==> src/rtl/seg7_cmd_pkg.sv <==
// Shared constants for the 7-segment command controller.
// Holds opcode values, FSM state encoding, the "no colon" code and a
// single-digit BCD increment helper used by the optional incrementer.
package seg7_cmd_pkg;

  typedef logic [1:0] state_t;

  // Command opcodes (first byte of a frame)
  localparam logic [7:0] OP_WRITE = 8'h01;
  localparam logic [7:0] OP_COLON = 8'h02;
  localparam logic [7:0] OP_INC   = 8'h03;
  localparam logic [7:0] OP_CLEAR = 8'h04;
  localparam logic [7:0] OP_BLANK = 8'h05;

  // FSM state encoding
  localparam state_t ST_IDLE  = 2'd0;
  localparam state_t ST_PAY1  = 2'd1;
  localparam state_t ST_PAY2  = 2'd2;
  localparam state_t ST_DRAIN = 2'd3;

  localparam logic [1:0] COLON_NONE = 2'b11;

  // Returns {carry, digit} for one digit incremented by one. Any value of 9
  // or above (including non-BCD nibbles) rolls to 0 and carries.
  function automatic logic [4:0] bcd_digit_inc(input logic [3:0] d);
    if (d >= 4'd9) begin
      return {1'b1, 4'd0};
    end
    return {1'b0, d + 4'd1};
  endfunction

endpackage

==> src/rtl/bcd4_incr.sv <==
// Combinational 4-digit BCD +1.
// Ports:
//   digits_in  [15:0] {digit3, digit2, digit1, digit0}
//   digits_out [15:0] incremented value (wraps to 0000 on overflow)
//   carry_out         set when the increment carried out of digit3
module bcd4_incr
  import seg7_cmd_pkg::*;
(
  input  logic [15:0] digits_in,
  output logic [15:0] digits_out,
  output logic        carry_out
);

  always_comb begin
    logic       carry;
    logic [4:0] step;
    carry      = 1'b1;
    step       = '0;
    digits_out = '0;
    for (int i = 0; i < 4; i++) begin
      if (carry) begin
        step                 = bcd_digit_inc(digits_in[4*i +: 4]);
        digits_out[4*i +: 4] = step[3:0];
        carry                = step[4];
      end else begin
        digits_out[4*i +: 4] = digits_in[4*i +: 4];
      end
    end
    carry_out = carry;
  end

endmodule

==> src/rtl/seg7_cmd_ctrl.sv <==
// Command controller between the SPI byte receiver and the 4-digit
// 7-segment driver. Decodes framed command bytes and commits each command
// in one clock edge so the scanning driver never sees a partial update.
//
// Optional feature macro: SEG7_CMD_INC_EN (compiles in opcode 0x03 INC and
// the BCD incrementer; without it 0x03 is an illegal opcode).
//
// Parameters:
//   RST_COLON  colon code loaded at reset and by CLEAR
//   BCD_WRAP   1: INC wraps 9999->0000, 0: INC saturates at 9999
// Ports:
//   clk, rst           clock, asynchronous active-high reset
//   rx_valid, rx_data  received-byte strobe and byte
//   cs_active          frame qualifier (synchronous to clk)
//   digit0..digit3     display digits (digit0 least significant)
//   colon, blank       colon code, display blank
//   cmd_done, cmd_err  one-cycle commit / illegal-opcode pulses
module seg7_cmd_ctrl
  import seg7_cmd_pkg::*;
#(
  parameter logic [1:0] RST_COLON = COLON_NONE,
  parameter bit         BCD_WRAP  = 1'b1
) (
  input  logic       clk,
  input  logic       rst,
  input  logic       rx_valid,
  input  logic [7:0] rx_data,
  input  logic       cs_active,
  output logic [3:0] digit0,
  output logic [3:0] digit1,
  output logic [3:0] digit2,
  output logic [3:0] digit3,
  output logic [1:0] colon,
  output logic       blank,
  output logic       cmd_done,
  output logic       cmd_err
);

  state_t      state_q, state_d;
  logic [7:0]  op_q, op_d;       // opcode of the frame in progress
  logic [7:0]  pay_q, pay_d;     // first WRITE payload byte (shadow)
  logic [15:0] digits_q, digits_d;
  logic [1:0]  colon_q, colon_d;
  logic        blank_q, blank_d;
  logic        done_q, done_d;
  logic        err_q, err_d;

`ifdef SEG7_CMD_INC_EN
  logic [15:0] inc_sum;
  logic        inc_carry;
  logic [15:0] inc_digits;

  bcd4_incr u_incr (
    .digits_in  (digits_q),
    .digits_out (inc_sum),
    .carry_out  (inc_carry)
  );

  // Saturation pins all digits at 9 rather than holding the old value,
  // which matters when non-BCD nibbles were written.
  assign inc_digits = (inc_carry && !BCD_WRAP) ? 16'h9999 : inc_sum;
`else
  logic unused_bcd_wrap;
  assign unused_bcd_wrap = BCD_WRAP;
`endif

  always_comb begin
    state_d  = state_q;
    op_d     = op_q;
    pay_d    = pay_q;
    digits_d = digits_q;
    colon_d  = colon_q;
    blank_d  = blank_q;
    done_d   = 1'b0;
    err_d    = 1'b0;

    if (!cs_active) begin
      // Frame end or abort: shadow state is simply abandoned.
      state_d = ST_IDLE;
    end else if (rx_valid) begin
      unique case (state_q)
        ST_IDLE: begin
          op_d    = rx_data;
          state_d = ST_DRAIN;
          case (rx_data)
            OP_WRITE, OP_COLON, OP_BLANK: state_d = ST_PAY1;
`ifdef SEG7_CMD_INC_EN
            OP_INC: begin
              digits_d = inc_digits;
              done_d   = 1'b1;
            end
`endif
            OP_CLEAR: begin
              digits_d = '0;
              colon_d  = RST_COLON;
              blank_d  = 1'b0;
              done_d   = 1'b1;
            end
            default: err_d = 1'b1;
          endcase
        end
        ST_PAY1: begin
          state_d = ST_DRAIN;
          case (op_q)
            OP_WRITE: begin
              pay_d   = rx_data;
              state_d = ST_PAY2;
            end
            OP_COLON: begin
              colon_d = rx_data[1:0];
              done_d  = 1'b1;
            end
            OP_BLANK: begin
              blank_d = rx_data[0];
              done_d  = 1'b1;
            end
            default: ;
          endcase
        end
        ST_PAY2: begin
          digits_d = {pay_q, rx_data};
          done_d   = 1'b1;
          state_d  = ST_DRAIN;
        end
        ST_DRAIN: ;
      endcase
    end
  end

  always_ff @(posedge clk or posedge rst) begin
    if (rst) begin
      state_q  <= ST_IDLE;
      op_q     <= '0;
      pay_q    <= '0;
      digits_q <= '0;
      colon_q  <= RST_COLON;
      blank_q  <= 1'b0;
      done_q   <= 1'b0;
      err_q    <= 1'b0;
    end else begin
      state_q  <= state_d;
      op_q     <= op_d;
      pay_q    <= pay_d;
      digits_q <= digits_d;
      colon_q  <= colon_d;
      blank_q  <= blank_d;
      done_q   <= done_d;
      err_q    <= err_d;
    end
  end

  assign digit0   = digits_q[3:0];
  assign digit1   = digits_q[7:4];
  assign digit2   = digits_q[11:8];
  assign digit3   = digits_q[15:12];
  assign colon    = colon_q;
  assign blank    = blank_q;
  assign cmd_done = done_q;
  assign cmd_err  = err_q;

endmodule

==> config.mk <==
export PLATFORM = sky130hd
export DESIGN_NAME = seg7_cmd_ctrl
export DESIGN_NICKNAME = d
export VERILOG_FILES = /design/src/rtl/seg7_cmd_pkg.sv /design/src/rtl/bcd4_incr.sv /design/src/rtl/seg7_cmd_ctrl.sv
export SDC_FILE = /design/constraint.sdc
export NUM_CORES = 1
export LEC_CHECK = 0
export ABC_AREA = 0
export CAP_MARGIN = 15
export CELL_PAD_IN_SITES_DETAIL_PLACEMENT = 0
export CELL_PAD_IN_SITES_GLOBAL_PLACEMENT = 2
export CORE_MARGIN = 2
export CORE_UTILIZATION = 30
export CTS_BUF_LIST = sky130_fd_sc_hd__clkbuf_16
export CTS_CLUSTER_SIZE = 25
export DETAILED_ROUTE_END_ITERATION = 7
export PLACE_DENSITY_LB_ADDON = 0.08
export SYNTH_ARGS = -nofsm -noshare
export SYNTH_HDL_FRONTEND = slang
export SYNTH_SLANG_ARGS = --single-unit
==> constraint.sdc <==
create_clock -name clk -period 1.6 [get_ports clk]
set_input_delay 0.16 -clock clk [delete_from_list [all_inputs] [get_ports clk]]
set_output_delay 0.16 -clock clk [all_outputs]
set_load 0.05 [all_outputs]
==> results of run 1 <==
## stage by stage
stage	utilization (%)	setup slack, ps	hold slack, ps
after CTS	45.2	-42.7	234
after global placement	41.5	-259	487
after detailed placement	41.5	-298	494
final	47.1	2.29	216
after global routing	47.1	-85.6	239
after floorplan	-	28.3	287
## cells in the mapped netlist, types with 3 or more instances
cell,instances
mux2_2,16
dfrtp_1,37
inv_1,4
nand2_1,18
o21ai_0,24
nor2_1,5
ha_1,4
nor2b_1,5
clkbuf_1,6
o21ai_1,10
and2_1,3
## state kept, by name (all words and copies together), names as in the netlist
name	count
colon	2
pay_q	8
op_q	8
state_q	2
cmd_done	1
cmd_err	1
blank	1
digits_q	16
## area by class of cell
cell class / count / area share (%)
tap: 75 / 3.33
inverter: 4 / 0.533
sequential: 39 / 34.8
clock buffer: 5 / 4.44
multi-input combinational: 116 / 33.9
clock inverter: 3 / 2.26
timing repair buffer: 67 / 20.8
## kinds of logic (layout without fill, tap and decap cells)
logic type,count (synthesis),count (layout),share of synthesized area (%)
compound gates,48,48,15.8
xor+xnor,1,1,0.466
fa+ha+maj,4,4,2.66
buf+inv,13,79,3.46
flops,39,39,52.0
mux,17,17,10.1
simple gates,45,46,15.4
## power breakdown
| group | total (mW) | switching [mW] | internal [mW] |
|---|---|---|---|
| Combinational | 0.929 | 0.504 | 0.424 |
| Clock | 1.27 | 0.380 | 0.887 |
| Sequential | 1.22 | 0.0960 | 1.12 |
## placed cells by master, fill, tap and decap left out, drive strengths merged
cell           synthesis  routed
a21bo                  1       1
a21boi                 2       2
a21oi                  1       1
a311oi                 1       1
a31oi                  2       2
a32o                   1       1
a41o                   1       1
and2                   3       3
and4                   1       1
buf                    3      56
bufinv                 0       2
clkbuf                 6       5
clkdlybuf4s50          0      11
dfrtp                 37      37
dfstp                  2       2
ha                     4       4
inv                    4       5
mux2                  16      16
mux2i                  1       1
nand2                 18      18
nand2b                 2       3
nand3                  2       2
nand4                  1       1
nor2                   5       5
nor2b                  5       5
nor3                   1       1
nor3b                  1       1
nor4                   1       1
nor4b                  3       3
nor4bb                 1       1
o211ai                 1       1
o21ai                 34      34
o22a                   2       2
o31a                   1       1
o31ai                  1       1
or4                    1       1
xnor2                  1       1
## what timing repair did
action	4_1_cts	5_1_grt
pin swaps	1	8
cloned	1	1
buffers inserted	0	2
endpoints found under the setup margin	23	30
gates resized for setup	7	42
## worst max-delay path: cells and delay by family, from the launching register on
| family | cells | cell delay, ps |
|---|---|---|
| mux | 1 | 340 |
| flops | 1 | 390 |
| simple gates | 3 | 540 |
| fa+ha+maj | 1 | 130 |
| buf+inv | 1 | 80 |
## worst min path at each step
stage,endpoint,slack [ps],cells past startpoint
6_report,blank,220,3
5_1_grt,blank,240,3
4_1_cts,blank,230,3
3_5_place_dp,pay_q[3],490,1
3_3_place_gp,digits_q[12],490,2
2_1_floorplan,digits_q[2],290,2
## routing by layer
metal | routed length [um] | vias to the layer above
met4 | 42 | 0
met2 | 2590 | 24
met1 | 2430 | 743
li1 | - | 729
met5 | 0 | -
met3 | 148 | 6
==> impl_metrics.tcl, run 1 <==
set metrics [dict create \
    cts.sinks 39 \
    htreeDepth 2 \
    grt_antenna_before_repair 0 \
    power_density_mw_per_mm2 1210 \
    drv_slew 0 \
    crit_path_start "state_q[1]" \
    grt_util_met3_pct 3.78 \
    total_leakage_power_nw 1.27 \
    fmax_mhz 626 \
    wirelength_mm 5.22 \
    initial_core_util_pct 31.4 \
    slew_headroom_pct 73.0 \
    vias_per_cell 4.86 \
    grt_pass1_vias 1622 \
    critical_path_class "flip-flop to flip-flop" \
    place_area_mm2 0.00249 \
    yosysUniqueCellTypes 42 \
    syn_to_final_growth_pct 49.9 \
    hp-class "primary input to async pin" \
    multi_input_area_um2 955 \
    dr.pass1.iters 4 \
    io_buffers 32 \
    grt_pass1_wl_mm 8.54 \
    synth_ff_type "dfrtp_1" \
    ys_async_sr_fraction_pct 100 \
    crit_fanout 8 \
    yosys.area.top_type "dfrtp_1" \
    fillerInstances 548 \
    cts_tree "done" \
    num-nets-final 249 \
    busiest_layer "met2" \
    tightestPinTransition_ps 403 \
    die-area_mm2 0.00692 \
    cts_hold_buf 0 \
    yosys_warnings 0 \
    wl_per_cell_um 16.9 \
    worstPathArrival_ps 1760 \
    syn_nets 183 \
    crit_path_top_delay_cell "dfrtp_1" \
    r2r_end "pay_q[4]" \
    grt_util_all_layers_pct 15.9 \
    drc 0 \
    cp-end-kind "flip-flop" \
    finalPower_mw 3.41 \
    vdd_drop_max_mv 0.661 \
    synth_top_area_share_pct 49.2 \
    dp_cells 297 \
    routabilityCongestion 0.767 \
    diodes 0 \
    ant_nets 0 \
    ys_ff_latch 39 \
    dp_hpwl_mm 3.82 \
    ys_seq_area_share_pct 52.0 \
    postSynthAreaPerCell_um2 11.3 \
    drive_above_1_share_pct 44.9 \
    instances_no_fill 309 \
    worstPathCellList "inv_2 -> ha_4 -> nor4b_4 -> and2_4 -> nand3_4 -> mux2_4" \
    core.rowCount 28 \
    fin_worst_skew_ps 7.30 \
    final.setup.tns_ps 0 \
    io_pins 33 \
    setup_viol 0 \
    synthCells 167 \
    globalRoute.totalOverflow 0 \
    regArea_um2 980 \
    clk_latency_ps 280 \
    use_met1_pct 20.6 \
    root_buffer "clkbuf_16" \
    vias 1502 \
    worstReg2RegStart "state_q[1]" \
    synth_area_mm2 0.00188 \
    status "finished clean" \
    drtIter0Drc 64 \
    synth_enable_flop_cells 0 \
    die_x_um 83.2 \
    design.core.area_mm2 0.00599 \
    required_ps 1770 \
    path_clk_slew_ps 60 \
    drv_cap 0 \
    grt_max_degree 40 \
    numCtsBuffers 5 \
    fp.dieH_um 83.2 \
    grt.met2_usage_pct 26.6 \
    synthTopCellsByArea "dfrtp_1, mux2_2, o21ai_0, nand2_1, dfstp_2" \
    rr_worst_depth 6 \
    finalHoldViolations 0 \
    start_kind "flip-flop" \
    fin_area_mm2 0.00282 \
    cts_buffer_depth 2 \
    rrSetupSlack_ps 2 \
    grt_setup_unrepaired "yes" \
    period_share_pct 99.9 \
    cp_slowest_stage_delay_ps 390 \
    fin_crit_ps 1600 \
    endpoint "pay_q[4]" \
]
(Power assumes the default switching activity.)
==> inputs of run 2 (changes only) <==
--- a/config.mk
+++ b/config.mk
@@ -7,10 +7,10 @@
 export LEC_CHECK = 0
 export ABC_AREA = 0
 export CAP_MARGIN = 15
-export CELL_PAD_IN_SITES_DETAIL_PLACEMENT = 0
+export CELL_PAD_IN_SITES_DETAIL_PLACEMENT = 1
 export CELL_PAD_IN_SITES_GLOBAL_PLACEMENT = 2
 export CORE_MARGIN = 2
-export CORE_UTILIZATION = 30
+export CORE_UTILIZATION = 34
 export CTS_BUF_LIST = sky130_fd_sc_hd__clkbuf_16
 export CTS_CLUSTER_SIZE = 25
 export DETAILED_ROUTE_END_ITERATION = 7
==> constraint.sdc (replaced) <==
create_clock -name clk -period 1.8 [get_ports clk]
set_input_delay 0.18 -clock clk [delete_from_list [all_inputs] [get_ports clk]]
set_output_delay 0.18 -clock clk [all_outputs]
set_load 0.05 [all_outputs]
==> run 2 against run 1 <==
Compared with the run above: hold slack better by 100 ps; clock skew down 3.0 ps; global-route usage up 3.2 points; critical endpoint is now cmd_done; register-to-register slack better by 70 ps; count of clock-buffer cells in the layout unchanged; critical path type unchanged.
==> impl_metrics.tcl, run 2 (synthesized netlist as in run 1, its figures left out) <==
set metrics [dict create \
    instances_no_fill 293 \
    total_leakage_power_nw 1.10 \
    power_density_mw_per_mm2 1060 \
    clk_latency_ps 280 \
    fillerInstances 586 \
    required_ps 1970 \
    io_buffers 32 \
    globalRoute.totalOverflow 0 \
    setup_viol 0 \
    final_util_pct 48.2 \
    grt_pass1_vias 1697 \
    fin_crit_ps 1730 \
    crit_fanout 4 \
    initial_core_util_pct 34.6 \
    largest_reg_flops 16 \
    reg.largest.list "digits_q (16), op_q (8), pay_q (8)" \
    pre_cts_slack_ps -91.0 \
    route.layer.met1.wl_mm 2.32 \
    multi_input_area_um2 881 \
    drc 0 \
    die_x_um 78.4 \
    vias_per_cell 5.10 \
    setup_ws_ps 71.5 \
    core.rowCount 27 \
    wirelength_mm 5.28 \
    ant_nets 0 \
    grt_pass1_wl_mm 8.88 \
    start_kind "flip-flop" \
    slew_headroom_pct 62.7 \
    largest-register "digits_q" \
    critical_path_class "flip-flop to flip-flop" \
    io_pins 33 \
    regArea_um2 978 \
    worstPathArrival_ps 1900 \
    wl_per_cell_um 18.0 \
    grt_setup_unrepaired "yes" \
    routabilityCongestion 0.835 \
    htreeDepth 2 \
    num-nets-final 236 \
    diodes 0 \
    cts_buffer_depth 2 \
    numCtsBuffers 5 \
    fmax_mhz 579 \
    status "finished clean" \
    hp-class "primary input to async pin" \
    drive_above_1_share_pct 29.0 \
    design.core.area_mm2 0.00544 \
    final_cell_mix "dfrtp_1, clkdlybuf4s50_1, o21ai_0" \
    fp.dieH_um 78.4 \
    grt_util_all_layers_pct 19.1 \
    syn_to_final_growth_pct 39.4 \
    tightestPinTransition_ps 551 \
    dp_cells 282 \
    cts_hold_buf 0 \
    die-area_mm2 0.00614 \
    root_buffer "clkbuf_16" \
    grt_antenna_before_repair 0 \
    drv_cap 0 \
    place_area_mm2 0.00240 \
    drv_slew 0 \
    final_common_cell "dfrtp_1" \
    period_share_pct 96.0 \
    wl_met3_um 155 \
    dp_hpwl_mm 3.62 \
    highest_layer "met4" \
    path_clk_slew_ps 50 \
    grt_max_degree 40 \
    vdd_drop_max_mv 0.573 \
    cts_tree "done" \
    finalHoldViolations 0 \
    drtIter0Drc 63 \
    dr.pass1.iters 4 \
    wl_met2_mm 2.73 \
    vias 1494 \
    fin_worst_skew_ps 4.33 \
    cts.sinks 39 \
    cp-end-kind "flip-flop" \
    fin_area_mm2 0.00262 \
]
-- run 2: changes by cell type in the layout (fill, tap and decap cells not counted), moves of 5 or more --
cell,change
o21ai_1,-14
buf_4,-25
clkdlybuf4s50_1,+19
o21ai_2,-5
buf_6,-5
o21ai_0,+19
-- run 2: area by class of cell --
class                           count  area share [%]
Multi-Input combinational cell    116            33.6
Clock buffer                        5            4.77
Tap cell                           72            3.44
Timing Repair Buffer               54            18.8
Sequential cell                    39            37.3
Clock inverter                      3            1.48
Inverter                            4           0.573
-- run 2: timing repair --
action | CTS | global route
buffers inserted | 0 | 2
pin swaps | 1 | 0
cloned | 0 | 1
hold endpoints to repair | 0 | 0
gates resized for setup | 4 | 4
setup endpoints to repair | 9 | 23
-- run 2: metrics by stage --
stage	setup TNS, ps	power (mW)	hold slack, ps
final	0	2.77	319
after global routing	-27.0	2.92	382
after CTS	0	2.80	352
after detailed placement	-1320	1.78	485
after global placement	-747	1.76	486
after floorplan	0	1.51	307
-- run 2: worst max-delay path, cell delays in order (launching register included) --
cell      delay [ps]
dfrtp_1          370
inv_1             90
ha_2             220
nor4b_4          230
and2_4           200
buf_4            110
o21ai_0          140
a311oi_2         270
-- run 2: report_power, final --
part,switching (mW),internal [mW],leakage (nW),total (mW)
clock,0.331,0.646,0.0812,0.976
combinational,0.421,0.297,0.506,0.719
sequential,0.0845,0.995,0.515,1.08
total,0.837,1.94,1.10,2.77
-- run 2: path summary, 6_finish.rpt --
path                                    to  startpoint  cells past startpoint  slack (ps)
worst max-delay path              cmd_done  state_q[1]                      7          70
worst min-delay path               op_q[5]         rst                      3         320
worst max register to register    cmd_done  state_q[1]                      7          70
worst min register to register       blank       blank                      1         490
max in group asynchronous       state_q[0]         rst                      3        1110
min in group clk                     blank       blank                      1         490
-- run 2: routing by layer --
layer	up-vias	track usage, %
li1	701	-
met1	761	23.7
met2	23	33.4
met3	9	3.68
met4	0	6.14
met5	-	0
==> inputs of run 3 (changes only) <==
--- a/config.mk
+++ b/config.mk
@@ -6,11 +6,11 @@
 export NUM_CORES = 1
 export LEC_CHECK = 0
 export ABC_AREA = 0
-export CAP_MARGIN = 15
+export CAP_MARGIN = 40
 export CELL_PAD_IN_SITES_DETAIL_PLACEMENT = 1
 export CELL_PAD_IN_SITES_GLOBAL_PLACEMENT = 2
 export CORE_MARGIN = 2
-export CORE_UTILIZATION = 34
+export CORE_UTILIZATION = 30
 export CTS_BUF_LIST = sky130_fd_sc_hd__clkbuf_16
 export CTS_CLUSTER_SIZE = 25
 export DETAILED_ROUTE_END_ITERATION = 7
==> constraint.sdc (replaced) <==
create_clock -name clk -period 1.4 [get_ports clk]
set_input_delay 0.14 -clock clk [delete_from_list [all_inputs] [get_ports clk]]
set_output_delay 0.14 -clock clk [all_outputs]
set_load 0.05 [all_outputs]
==> run 3 against run 2 <==
Compared with the run above: the flow now finishes with violations (negative setup slack); first-iteration DRC count is 49% lower; cell count grew 6.8%; critical path depth is 1 lower; clock skew up 4.0 ps; total power rose by 42%; utilization is 1.9 points higher; critical path type unchanged; highest routed layer unchanged.
==> impl_metrics.tcl, run 3 (synthesized netlist as in run 1, its figures left out) <==
set metrics [dict create \
    status "finished with violations" \
    violations "negative setup slack" \
    routabilityCongestion 0.783 \
    htreeDepth 2 \
    setup_viol 38 \
    total_leakage_power_nw 1.34 \
    worstPathArrival_ps 1790 \
    num-nets-final 253 \
    critical_path_class "flip-flop to flip-flop" \
    numCtsBuffers 5 \
    path_clk_slew_ps 60 \
    core.rowCount 28 \
    initial_core_util_pct 31.4 \
    hp-class "primary input to async pin" \
    hold-worst-slack_ps 203 \
    vias_per_cell 5.05 \
    final_common_cell "buf_4" \
    drc 0 \
    grt_setup_unrepaired "yes" \
    cts_buffer_depth 2 \
    design.core.area_mm2 0.00599 \
    required_ps 1570 \
    vias 1581 \
    clk_latency_ps 290 \
    final_cell_mix "buf_4, dfrtp_1, o21ai_1" \
    finalHoldViolations 0 \
    power_density_mw_per_mm2 1310 \
    grt_antenna_before_repair 0 \
    cts_tree "done" \
    cp-end-kind "flip-flop" \
    largest-register "digits_q" \
    cts.sinks 39 \
    drive_above_1_share_pct 46.2 \
    root_buffer "clkbuf_16" \
    drv_cap 0 \
    die_x_um 83.2 \
    cts_hold_buf 0 \
    drv_slew 0 \
    dp_hpwl_mm 4.00 \
    io_buffers 32 \
    fin_worst_skew_ps 8.30 \
    slew_headroom_pct 70.8 \
    drtIter0Drc 32 \
    diodes 0 \
    grt_pass1_wl_mm 9.61 \
    ant_nets 0 \
    grt_pass1_vias 1763 \
    fp.dieH_um 83.2 \
    fin_crit_ps 1620 \
    setup_ws_ps -224 \
    die-area_mm2 0.00692 \
    syn_to_final_growth_pct 59.7 \
    fmax_mhz 616 \
    final.setup.tns_ps -5720 \
    vdd_drop_max_mv 0.602 \
    reg.largest.list "digits_q (16), op_q (8), pay_q (8)" \
    io_pins 33 \
    tightestPinTransition_ps 431 \
    wl_per_cell_um 18.3 \
    largest_reg_flops 16 \
    period_share_pct 116 \
    crit_fanout 8 \
    dr.pass1.iters 4 \
    wirelength_mm 5.73 \
    grt_util_all_layers_pct 17.8 \
    globalRoute.totalOverflow 0 \
    start_kind "flip-flop" \
    grt_max_degree 40 \
]
## run 3: final cells by class
cell class / count / area [um2]
fillers: 624 / 2990
well taps: 75 / 93.8
clock buffers: 5 / 125
repair buffers: 71 / 803
flip-flops and latches: 39 / 978
multi-input cells: 116 / 941
clock inverters: 3 / 46.3
inverters: 4 / 15.0
## run 3: critical path, cell delays in order (launching register included)
cell	delay, ps
dfrtp_1	390
inv_2	90
ha_4	140
nor4b_4	200
and2_4	200
nand3_4	150
mux2_4	330
## run 3: what timing repair did
item	in CTS	in global routing
cloned	3	0
gates resized for setup	24	17
setup buffers	0	2
pin swaps	1	3
setup endpoints to repair	39	39
## run 3: power by group
group / total [mW] / internal [mW] / switching [mW]
Sequential: 1.42 / 1.28 / 0.139
Clock: 1.32 / 0.846 / 0.474
Combinational: 1.20 / 0.597 / 0.606
## run 3: stage by stage
stage / util, % / cell area [um2] / worst slack [ps] / std cells / power (mW)
floorplan: - / 1920 / -163 / 167 / 1.98
detailed placement: 45.2 / 2710 / -465 / 300 / 2.55
CTS: 49.2 / 2950 / -231 / 311 / 3.95
global route: 50.1 / 3000 / -309 / 313 / 4.13
global placement: 45.2 / 2710 / -406 / 300 / 2.51
finish: 50.1 / 3000 / -224 / 313 / 3.94
## run 3: routing by layer
| metal | track usage, % | vias up | routed length (um) |
|---|---|---|---|
| li1 | - | 734 | - |
| met1 | 23.6 | 813 | 2630 |
| met2 | 29.4 | 28 | 2860 |
| met3 | 3.68 | 6 | 161 |
| met4 | 5.37 | 0 | 74 |
| met5 | 0 | - | 0 |
## run 3: final timing paths
check | startpoint | to | slack, ps | cells after the start
max | state_q[1] | pay_q[1] | -220 | 6
min | rst | blank | 200 | 3
max reg2reg | state_q[1] | pay_q[1] | -220 | 6
min reg2reg | digits_q[7] | digits_q[7] | 500 | 2
max in group asynchronous | rst | colon[0] | 950 | 3
min in group clk | rx_data[7] | digits_q[7] | 340 | 3
